<file path="config.mk">
export PLATFORM = sky130hd
export DESIGN_NAME = dco_tune_ctrl
export DESIGN_NICKNAME = d
export VERILOG_FILES = /design/src/rtl/dco_tune_pkg.sv /design/src/rtl/dco_mtx_enc.sv /design/src/rtl/dco_tune_ctrl.sv
export SDC_FILE = /design/constraint.sdc
export NUM_CORES = 1
export LEC_CHECK = 0
export ABC_CLOCK_PERIOD_IN_PS = 12000
export CAP_MARGIN = 20
export CORE_UTILIZATION = 30
export CTS_BUF_LIST = sky130_fd_sc_hd__clkbuf_8
export CTS_CLUSTER_SIZE = 28
export DETAILED_ROUTE_END_ITERATION = 10
export PLACE_DENSITY = 0.54
export SYNTH_ARGS = -nofsm -noshare
export SYNTH_HDL_FRONTEND = slang
export SYNTH_SLANG_ARGS = --single-unit
</file>
<file path="constraint.sdc">
create_clock -name clk -period 12 [get_ports clk]
set_input_delay 2.4 -clock clk [delete_from_list [all_inputs] [get_ports clk]]
set_output_delay 2.4 -clock clk [all_outputs]
set_load 0.1 [all_outputs]
</file>
<file path="src/rtl/dco_tune_pkg.sv">
// Shared types and helpers for the DCO tuning-word controller.
// Build option: DCO_DITHER_EN enables first-order sigma-delta dither on the small bank.
package dco_tune_pkg;

    typedef enum logic [1:0] {
        PVT  = 2'b00,
        ACQ  = 2'b01,
        TRK  = 2'b10,
        HOLD = 2'b11
    } mode_t;

    typedef enum logic [1:0] {
        IDLE   = 2'b00,
        LOAD   = 2'b01,
        SETTLE = 2'b10
    } state_t;

    // Width needed to hold a binary code 0..side^2 inclusive.
    function automatic int cw(input int side);
        return $clog2(side * side + 1);
    endfunction

endpackage

</file>
<file path="src/rtl/dco_mtx_enc.sv">
// Binary code to rall/row/col matrix-select encoder for one square capacitor bank.
// Code v lights q=v/SIDE full rows, plus r=v%SIDE cells of row q, so the lit-cell count equals v.
module dco_mtx_enc
    import dco_tune_pkg::*;
#(
    parameter int SIDE = 16,
    parameter int CW   = cw(SIDE)
) (
    input  logic [CW-1:0]   code,
    output logic [SIDE-1:0] rall,
    output logic [SIDE-1:0] row,
    output logic [SIDE-1:0] col
);

    localparam logic [CW-1:0] SIDE_W = CW'(SIDE);

    logic [CW-1:0] q_s;
    logic [CW-1:0] r_s;

    // Split the code into full-row count and partial-row remainder
    always_comb begin
        q_s = code / SIDE_W;
        r_s = code % SIDE_W;
    end

    genvar i;
    generate
        for (i = 0; i < SIDE; i++) begin : g_line
            localparam logic [CW-1:0] IDX = CW'(i);
            assign rall[i] = (q_s > IDX);
            assign row[i]  = (r_s != {CW{1'b0}}) && (q_s == IDX);
            assign col[i]  = (r_s > IDX);
        end
    endgenerate

endmodule

</file>
<file path="src/rtl/dco_tune_ctrl.sv">
// DCO tuning-word controller: accepts L/M/S words through a valid/ready handshake,
// gates them by loop mode, saturates to bank size, and drives registered matrix selects.
// Build option: DCO_DITHER_EN adds sigma-delta dither of the small bank in TRK mode.
module dco_tune_ctrl
    import dco_tune_pkg::*;
#(
    parameter int N_L_SIDE   = 5,
    parameter int N_M_SIDE   = 16,
    parameter int N_S_SIDE   = 16,
    parameter int FRAC_W     = 8,
    parameter int SETTLE_CYC = 4,
    parameter int CW_L       = cw(N_L_SIDE),
    parameter int CW_M       = cw(N_M_SIDE),
    parameter int CW_S       = cw(N_S_SIDE)
) (
    input  logic                clk,
    input  logic                rst,
    input  logic                pd,
    input  logic                in_valid,
    output logic                in_ready,
    input  logic [1:0]          mode,
    input  logic [CW_L-1:0]     tw_l,
    input  logic [CW_M-1:0]     tw_m,
    input  logic [CW_S-1:0]     tw_s,
    input  logic [FRAC_W-1:0]   tw_frac,
    output logic [N_L_SIDE-1:0] c_l_rall,
    output logic [N_L_SIDE-1:0] c_l_row,
    output logic [N_L_SIDE-1:0] c_l_col,
    output logic [N_M_SIDE-1:0] c_m_rall,
    output logic [N_M_SIDE-1:0] c_m_row,
    output logic [N_M_SIDE-1:0] c_m_col,
    output logic [N_S_SIDE-1:0] c_s_rall,
    output logic [N_S_SIDE-1:0] c_s_row,
    output logic [N_S_SIDE-1:0] c_s_col,
    output logic                busy,
    output logic                upd_done
);

    localparam logic [CW_L-1:0] MAX_L = CW_L'(N_L_SIDE * N_L_SIDE);
    localparam logic [CW_M-1:0] MAX_M = CW_M'(N_M_SIDE * N_M_SIDE);
    localparam logic [CW_S-1:0] MAX_S = CW_S'(N_S_SIDE * N_S_SIDE);
    localparam logic [CW_L-1:0] MID_L = CW_L'(N_L_SIDE * N_L_SIDE / 2);
    localparam logic [CW_M-1:0] MID_M = CW_M'(N_M_SIDE * N_M_SIDE / 2);
    localparam logic [CW_S-1:0] MID_S = CW_S'(N_S_SIDE * N_S_SIDE / 2);
    localparam int              CNT_W = (SETTLE_CYC > 1) ? $clog2(SETTLE_CYC) : 1;
    localparam logic [CNT_W-1:0] CNT_INIT = CNT_W'((SETTLE_CYC > 0) ? SETTLE_CYC - 1 : 0);

    state_t          state_r, state_nx_s;
    logic [CNT_W-1:0] cnt_r, cnt_nx_s;
    logic            in_ready_s, accept_s, upd_done_s;
    mode_t           mode_s, cur_mode_r;
    logic [CW_L-1:0] code_l_r, sat_l_s, enc_l_in_s;
    logic [CW_M-1:0] code_m_r, sat_m_s, enc_m_in_s;
    logic [CW_S-1:0] code_s_r, sat_s_s, enc_s_in_s, s_eff_s;
    logic [N_L_SIDE-1:0] enc_l_rall_s, enc_l_row_s, enc_l_col_s;
    logic [N_M_SIDE-1:0] enc_m_rall_s, enc_m_row_s, enc_m_col_s;
    logic [N_S_SIDE-1:0] enc_s_rall_s, enc_s_row_s, enc_s_col_s;

    assign mode_s     = mode_t'(mode);
    assign in_ready_s = (state_r == IDLE) && !pd && !rst;
    assign accept_s   = in_valid && in_ready_s;
    assign in_ready   = in_ready_s;
    assign busy       = (state_r == LOAD) || (state_r == SETTLE);
    assign upd_done   = upd_done_s;
    assign sat_l_s    = (tw_l > MAX_L) ? MAX_L : tw_l;
    assign sat_m_s    = (tw_m > MAX_M) ? MAX_M : tw_m;
    assign sat_s_s    = (tw_s > MAX_S) ? MAX_S : tw_s;

    // FSM state and settle counter register
    always_ff @(posedge clk) begin
        if (rst) begin
            state_r <= IDLE;
            cnt_r   <= {CNT_W{1'b0}};
        end else begin
            state_r <= state_nx_s;
            cnt_r   <= cnt_nx_s;
        end
    end

    // Next-state logic; power-down aborts any update without a done pulse
    always_comb begin
        state_nx_s = state_r;
        cnt_nx_s   = cnt_r;
        upd_done_s = 1'b0;
        if (pd) begin
            state_nx_s = IDLE;
            cnt_nx_s   = {CNT_W{1'b0}};
        end else begin
            case (state_r)
                IDLE: begin
                    if (accept_s) begin
                        state_nx_s = LOAD;
                    end else begin
                        state_nx_s = IDLE;
                    end
                end
                LOAD: begin
                    if (SETTLE_CYC == 0) begin
                        state_nx_s = IDLE;
                        upd_done_s = 1'b1;
                    end else begin
                        state_nx_s = SETTLE;
                        cnt_nx_s   = CNT_INIT;
                    end
                end
                SETTLE: begin
                    if (cnt_r == {CNT_W{1'b0}}) begin
                        state_nx_s = IDLE;
                        upd_done_s = 1'b1;
                    end else begin
                        cnt_nx_s = cnt_r - CNT_W'(1'b1);
                    end
                end
                default: begin
                    state_nx_s = IDLE;
                    cnt_nx_s   = {CNT_W{1'b0}};
                end
            endcase
        end
    end

    // Bank code registers and current mode, loaded on accept according to mode
    always_ff @(posedge clk) begin
        if (rst) begin
            code_l_r   <= MID_L;
            code_m_r   <= MID_M;
            code_s_r   <= MID_S;
            cur_mode_r <= HOLD;
        end else if (accept_s) begin
            case (mode_s)
                PVT: begin
                    code_l_r   <= sat_l_s;
                    cur_mode_r <= PVT;
                end
                ACQ: begin
                    code_m_r   <= sat_m_s;
                    cur_mode_r <= ACQ;
                end
                TRK: begin
                    code_s_r   <= sat_s_s;
                    cur_mode_r <= TRK;
                end
                default: begin
                    cur_mode_r <= cur_mode_r;
                end
            endcase
        end else begin
            code_l_r   <= code_l_r;
            code_m_r   <= code_m_r;
            code_s_r   <= code_s_r;
            cur_mode_r <= cur_mode_r;
        end
    end

`ifdef DCO_DITHER_EN
    logic [FRAC_W-1:0] frac_r, acc_r;
    logic [FRAC_W:0]   sum_s;
    logic              dith_on_s, carry_s;

    assign dith_on_s = (cur_mode_r == TRK) && !pd;
    assign sum_s     = {1'b0, acc_r} + {1'b0, frac_r};
    assign carry_s   = dith_on_s && sum_s[FRAC_W];
    assign s_eff_s   = (carry_s && (code_s_r != MAX_S)) ? code_s_r + CW_S'(1'b1) : code_s_r;

    // Fractional word, captured only by TRK updates
    always_ff @(posedge clk) begin
        if (rst) begin
            frac_r <= {FRAC_W{1'b0}};
        end else if (accept_s && (mode_s == TRK)) begin
            frac_r <= tw_frac;
        end else begin
            frac_r <= frac_r;
        end
    end

    // Sigma-delta accumulator; restarts from zero on power-down or leaving TRK
    always_ff @(posedge clk) begin
        if (rst || pd) begin
            acc_r <= {FRAC_W{1'b0}};
        end else if (accept_s && (mode_s != TRK)) begin
            acc_r <= {FRAC_W{1'b0}};
        end else if (dith_on_s) begin
            acc_r <= sum_s[FRAC_W-1:0];
        end else begin
            acc_r <= acc_r;
        end
    end
`else
    logic unused_s;
    assign unused_s = ^{tw_frac, cur_mode_r};
    assign s_eff_s  = code_s_r;
`endif

    // Reset forces the encoders to mid-scale so the select registers load it in the same cycle
    always_comb begin
        if (rst) begin
            enc_l_in_s = MID_L;
            enc_m_in_s = MID_M;
            enc_s_in_s = MID_S;
        end else begin
            enc_l_in_s = code_l_r;
            enc_m_in_s = code_m_r;
            enc_s_in_s = s_eff_s;
        end
    end

    dco_mtx_enc #(.SIDE(N_L_SIDE), .CW(CW_L)) u_enc_l (
        .code(enc_l_in_s), .rall(enc_l_rall_s), .row(enc_l_row_s), .col(enc_l_col_s)
    );
    dco_mtx_enc #(.SIDE(N_M_SIDE), .CW(CW_M)) u_enc_m (
        .code(enc_m_in_s), .rall(enc_m_rall_s), .row(enc_m_row_s), .col(enc_m_col_s)
    );
    dco_mtx_enc #(.SIDE(N_S_SIDE), .CW(CW_S)) u_enc_s (
        .code(enc_s_in_s), .rall(enc_s_rall_s), .row(enc_s_row_s), .col(enc_s_col_s)
    );

    // Select output registers; frozen while powered down
    always_ff @(posedge clk) begin
        if (rst || !pd) begin
            c_l_rall <= enc_l_rall_s;
            c_l_row  <= enc_l_row_s;
            c_l_col  <= enc_l_col_s;
            c_m_rall <= enc_m_rall_s;
            c_m_row  <= enc_m_row_s;
            c_m_col  <= enc_m_col_s;
            c_s_rall <= enc_s_rall_s;
            c_s_row  <= enc_s_row_s;
            c_s_col  <= enc_s_col_s;
        end else begin
            c_l_rall <= c_l_rall;
            c_l_row  <= c_l_row;
            c_l_col  <= c_l_col;
            c_m_rall <= c_m_rall;
            c_m_row  <= c_m_row;
            c_m_col  <= c_m_col;
            c_s_rall <= c_s_rall;
            c_s_row  <= c_s_row;
            c_s_col  <= c_s_col;
        end
    end

endmodule
</file>
==> impl_metrics.ini <==
[clock_tree]
clock_sinks = 136
cts_resized = 0
ctsHoldBuffers = 0
cts_tree = yes
cts_buffers = 17
clkTransAtPathRegs_ns = 0.06
post_cts_buffers = 0
cts-root-buf = clkbuf_8
clk_path_buf_depth = 2
clk_latency_ns = 0.43
htreeDepth = 4

[sta]
maxSlewHeadroom = 0.337
fin_skew_ns = 0.0107
fin_crit_sh = 0.577
finalHoldViolCount = 0
hold_ws_ns = 0.454
fmax_ghz = 0.144
finalMaxSlewViolations = 0
rsz0062_at_grt = no
finalSetupViolCount = 0
worst_pin_slew_ns = 0.992
fin_setup_tns_ns = 0
min_period_ns = 6.93

[worst_setup_path]
r2r_start = code_m_r[1]
crit_path_end_kind = primary output
rr_endpoint = c_m_row[13]
rr_worst_depth = 4
cp_max_fo = 5
crit_required_ns = 9.60
path_cells = clkdlybuf4s50_1 -> or2_2 -> nor2_1 -> clkdlybuf4s50_1
worstSetupStartpointType = primary input
crit_arrival_ns = 4.53
slowest_delay_ns = 1.14
crit_type = in2out
cpMaxStageDelayCell = clkdlybuf4s50_1
cp_common_cell = clkdlybuf4s50_1
regToRegSetupSlack_ns = 10.04

[synthesis]
ys.flop_type = edfxtp_1
async_flop_share = 0
syn_inst = 511
yosysMostFrequentCell = edfxtp_1
synth-seq-cells = 136
synth_cell_types = 45
yosysSeqAreaShare = 0.665
avgSynthCellArea_um2 = 11.2
synth_top_area_frac = 0.570
syn_area_mm2 = 0.00574
synth-edff-count = 109
yosys.area_share.simple = 0.193
ys_top_cells_by_count = edfxtp_1 (109), nor2_1 (69), nand2_1 (51), a21oi_1 (44)
synth_area_leaders = edfxtp_1 (57%), dfxtp_1 (9.4%), nor2_1 (4.5%)
synth_top_family_by_area = simple AND/OR/NAND/NOR gates
muxShareOfSynthArea = 0.00174
synth-compound-area-share = 0.0855
synth-xor-area-share = 0.00611
yosys.area.top_type = edfxtp_1
synth_fa_ha_area_frac = 0.00872
ys_warn_count = 0

[global_routing]
antenna_found_initial = 0
grt_max_degree = 90
first_global_vias = 3957
grt.total_usage = 0.133
grt_overflow_total = 0
grt_pass1_wl_um = 20400

[routing]
wire_per_inst_um = 14.3
drc = 0
postRouteWirelength_um = 12600
drt.antenna.violating_nets = 0
drtIter0Drc = 233
via_per_inst = 4.70
drtPass1Iterations = 4
vias = 4146

[status]
status = finished clean

[die]
ios = 151
initial_core_util = 0.307
dieHeight_um = 140
die_w_um = 140
row_count = 50
die-area_mm2 = 0.0197
coreArea_mm2 = 0.0187

[final_layout]
postLayoutCoreUtil = 0.410
final_nets = 679
multiInputGateArea_mm2 = 0.00171
area_delta_synth_final_pct = 33.6
num_antenna_cells = 0
fillCellCount = 1786
drive_gt1_frac = 0.0570
finalNonFillerCells = 883
regArea_mm2 = 0.00381

[power_and_ir_drop]
p_leak_nw = 2.59
peakVddDrop_mv = 0.0561
pwr_density_cell_mw_per_mm2 = 137

[placement]
port-buffer-count = 140
routabilityCongestion = 0.770
place_inst = 853
dp_hpwl_um = 8720

[worst_hold_path]
hp-start = cnt_r[0]
hold_path_depth = 2
hold_end = cnt_r[0]
hp-class = reg2reg

[run]
max_cap_viol_count = 0
[power breakdown]
part	internal, mW	switching [mW]
clock network	0.178	0.166
logic	0.0381	0.138
registers	0.523	0.00744
[metal layers]
layer,share of wire,track usage,vias to the layer above
li1,-,-,2060
met1,0.47,0.174,1968
met2,0.46,0.206,105
met3,0.056,0.0400,13
met4,0.013,0.0521,0
met5,0,0,-
[kinds of logic (layout without fill, tap and decap cells)]
group	count (synthesis)	after routing
flops	136	136
xor+xnor	4	4
fa+ha+maj	4	4
compound gates	86	86
mux	1	1
other cells	1	3
buf+inv	57	193
simple gates	222	222
[critical path: cells and delay by family]
kind,cells,cell delay (ns)
AND/OR/NAND/NOR,2,0.48
buffers and inverters,2,1.65
[sequential cells by signal, summed over array words and instances (netlist names), 5 cells and up]
name / count
c_m_row: 16
code_m_r: 9
c_l_col: 5
c_l_row: 5
code_l_r: 5
c_m_rall: 16
c_s_row: 16
c_s_col: 15
c_s_rall: 16
c_l_rall: 5
c_m_col: 15
code_s_r: 9
[cells in the final DEF, fill, tap and decap left out, types with 5 or more instances in the layout]
| master | netlist | final |
|---|---|---|
| a211oi_1 | 5 | 5 |
| a21oi_1 | 44 | 44 |
| clkbuf_8 | 0 | 17 |
| clkdlybuf4s50_1 | 0 | 139 |
| dfxtp_1 | 27 | 27 |
| edfxtp_1 | 109 | 109 |
| inv_1 | 20 | 25 |
| nand2_1 | 51 | 51 |
| nand2b_1 | 13 | 12 |
| nand3_1 | 10 | 10 |
| nand3b_1 | 20 | 20 |
| nor2_1 | 69 | 69 |
| nor2b_1 | 5 | 5 |
| nor3_1 | 23 | 23 |
| nor3b_1 | 6 | 6 |
| nor4_1 | 5 | 5 |
| o21ai_0 | 20 | 20 |
[area by class of cell]
class,instances,area share
clock buffers,17,0.0305
clock inverters,13,0.0157
inverters,20,0.00979
multi-input cells,320,0.223
flip-flops and latches,136,0.498
well taps,234,0.0382
repair buffers,143,0.185
[stage by stage]
| stage | instance area [um^2] | total power, mW | setup slack [ns] |
|---|---|---|---|
| floorplan | 5750 | 0.675 | 5.29 |
| global placement | 7310 | 0.717 | 5.08 |
| detailed placement | 7310 | 0.718 | 5.09 |
| CTS | 7660 | 1.06 | 5.07 |
| global route | 7660 | 1.09 | 4.99 |
| finish | 7660 | 1.05 | 5.07 |
[worst max-delay path by stage]
stage / depth (start not counted) / startpoint / end
5_1_grt: 4 / pd / in_ready
2_1_floorplan: 4 / rst / in_ready
3_5_place_dp: 4 / pd / in_ready
6_report: 4 / pd / in_ready
4_1_cts: 4 / pd / in_ready
3_3_place_gp: 4 / pd / in_ready
No activity file was read; power rests on OpenSTA's default activity.
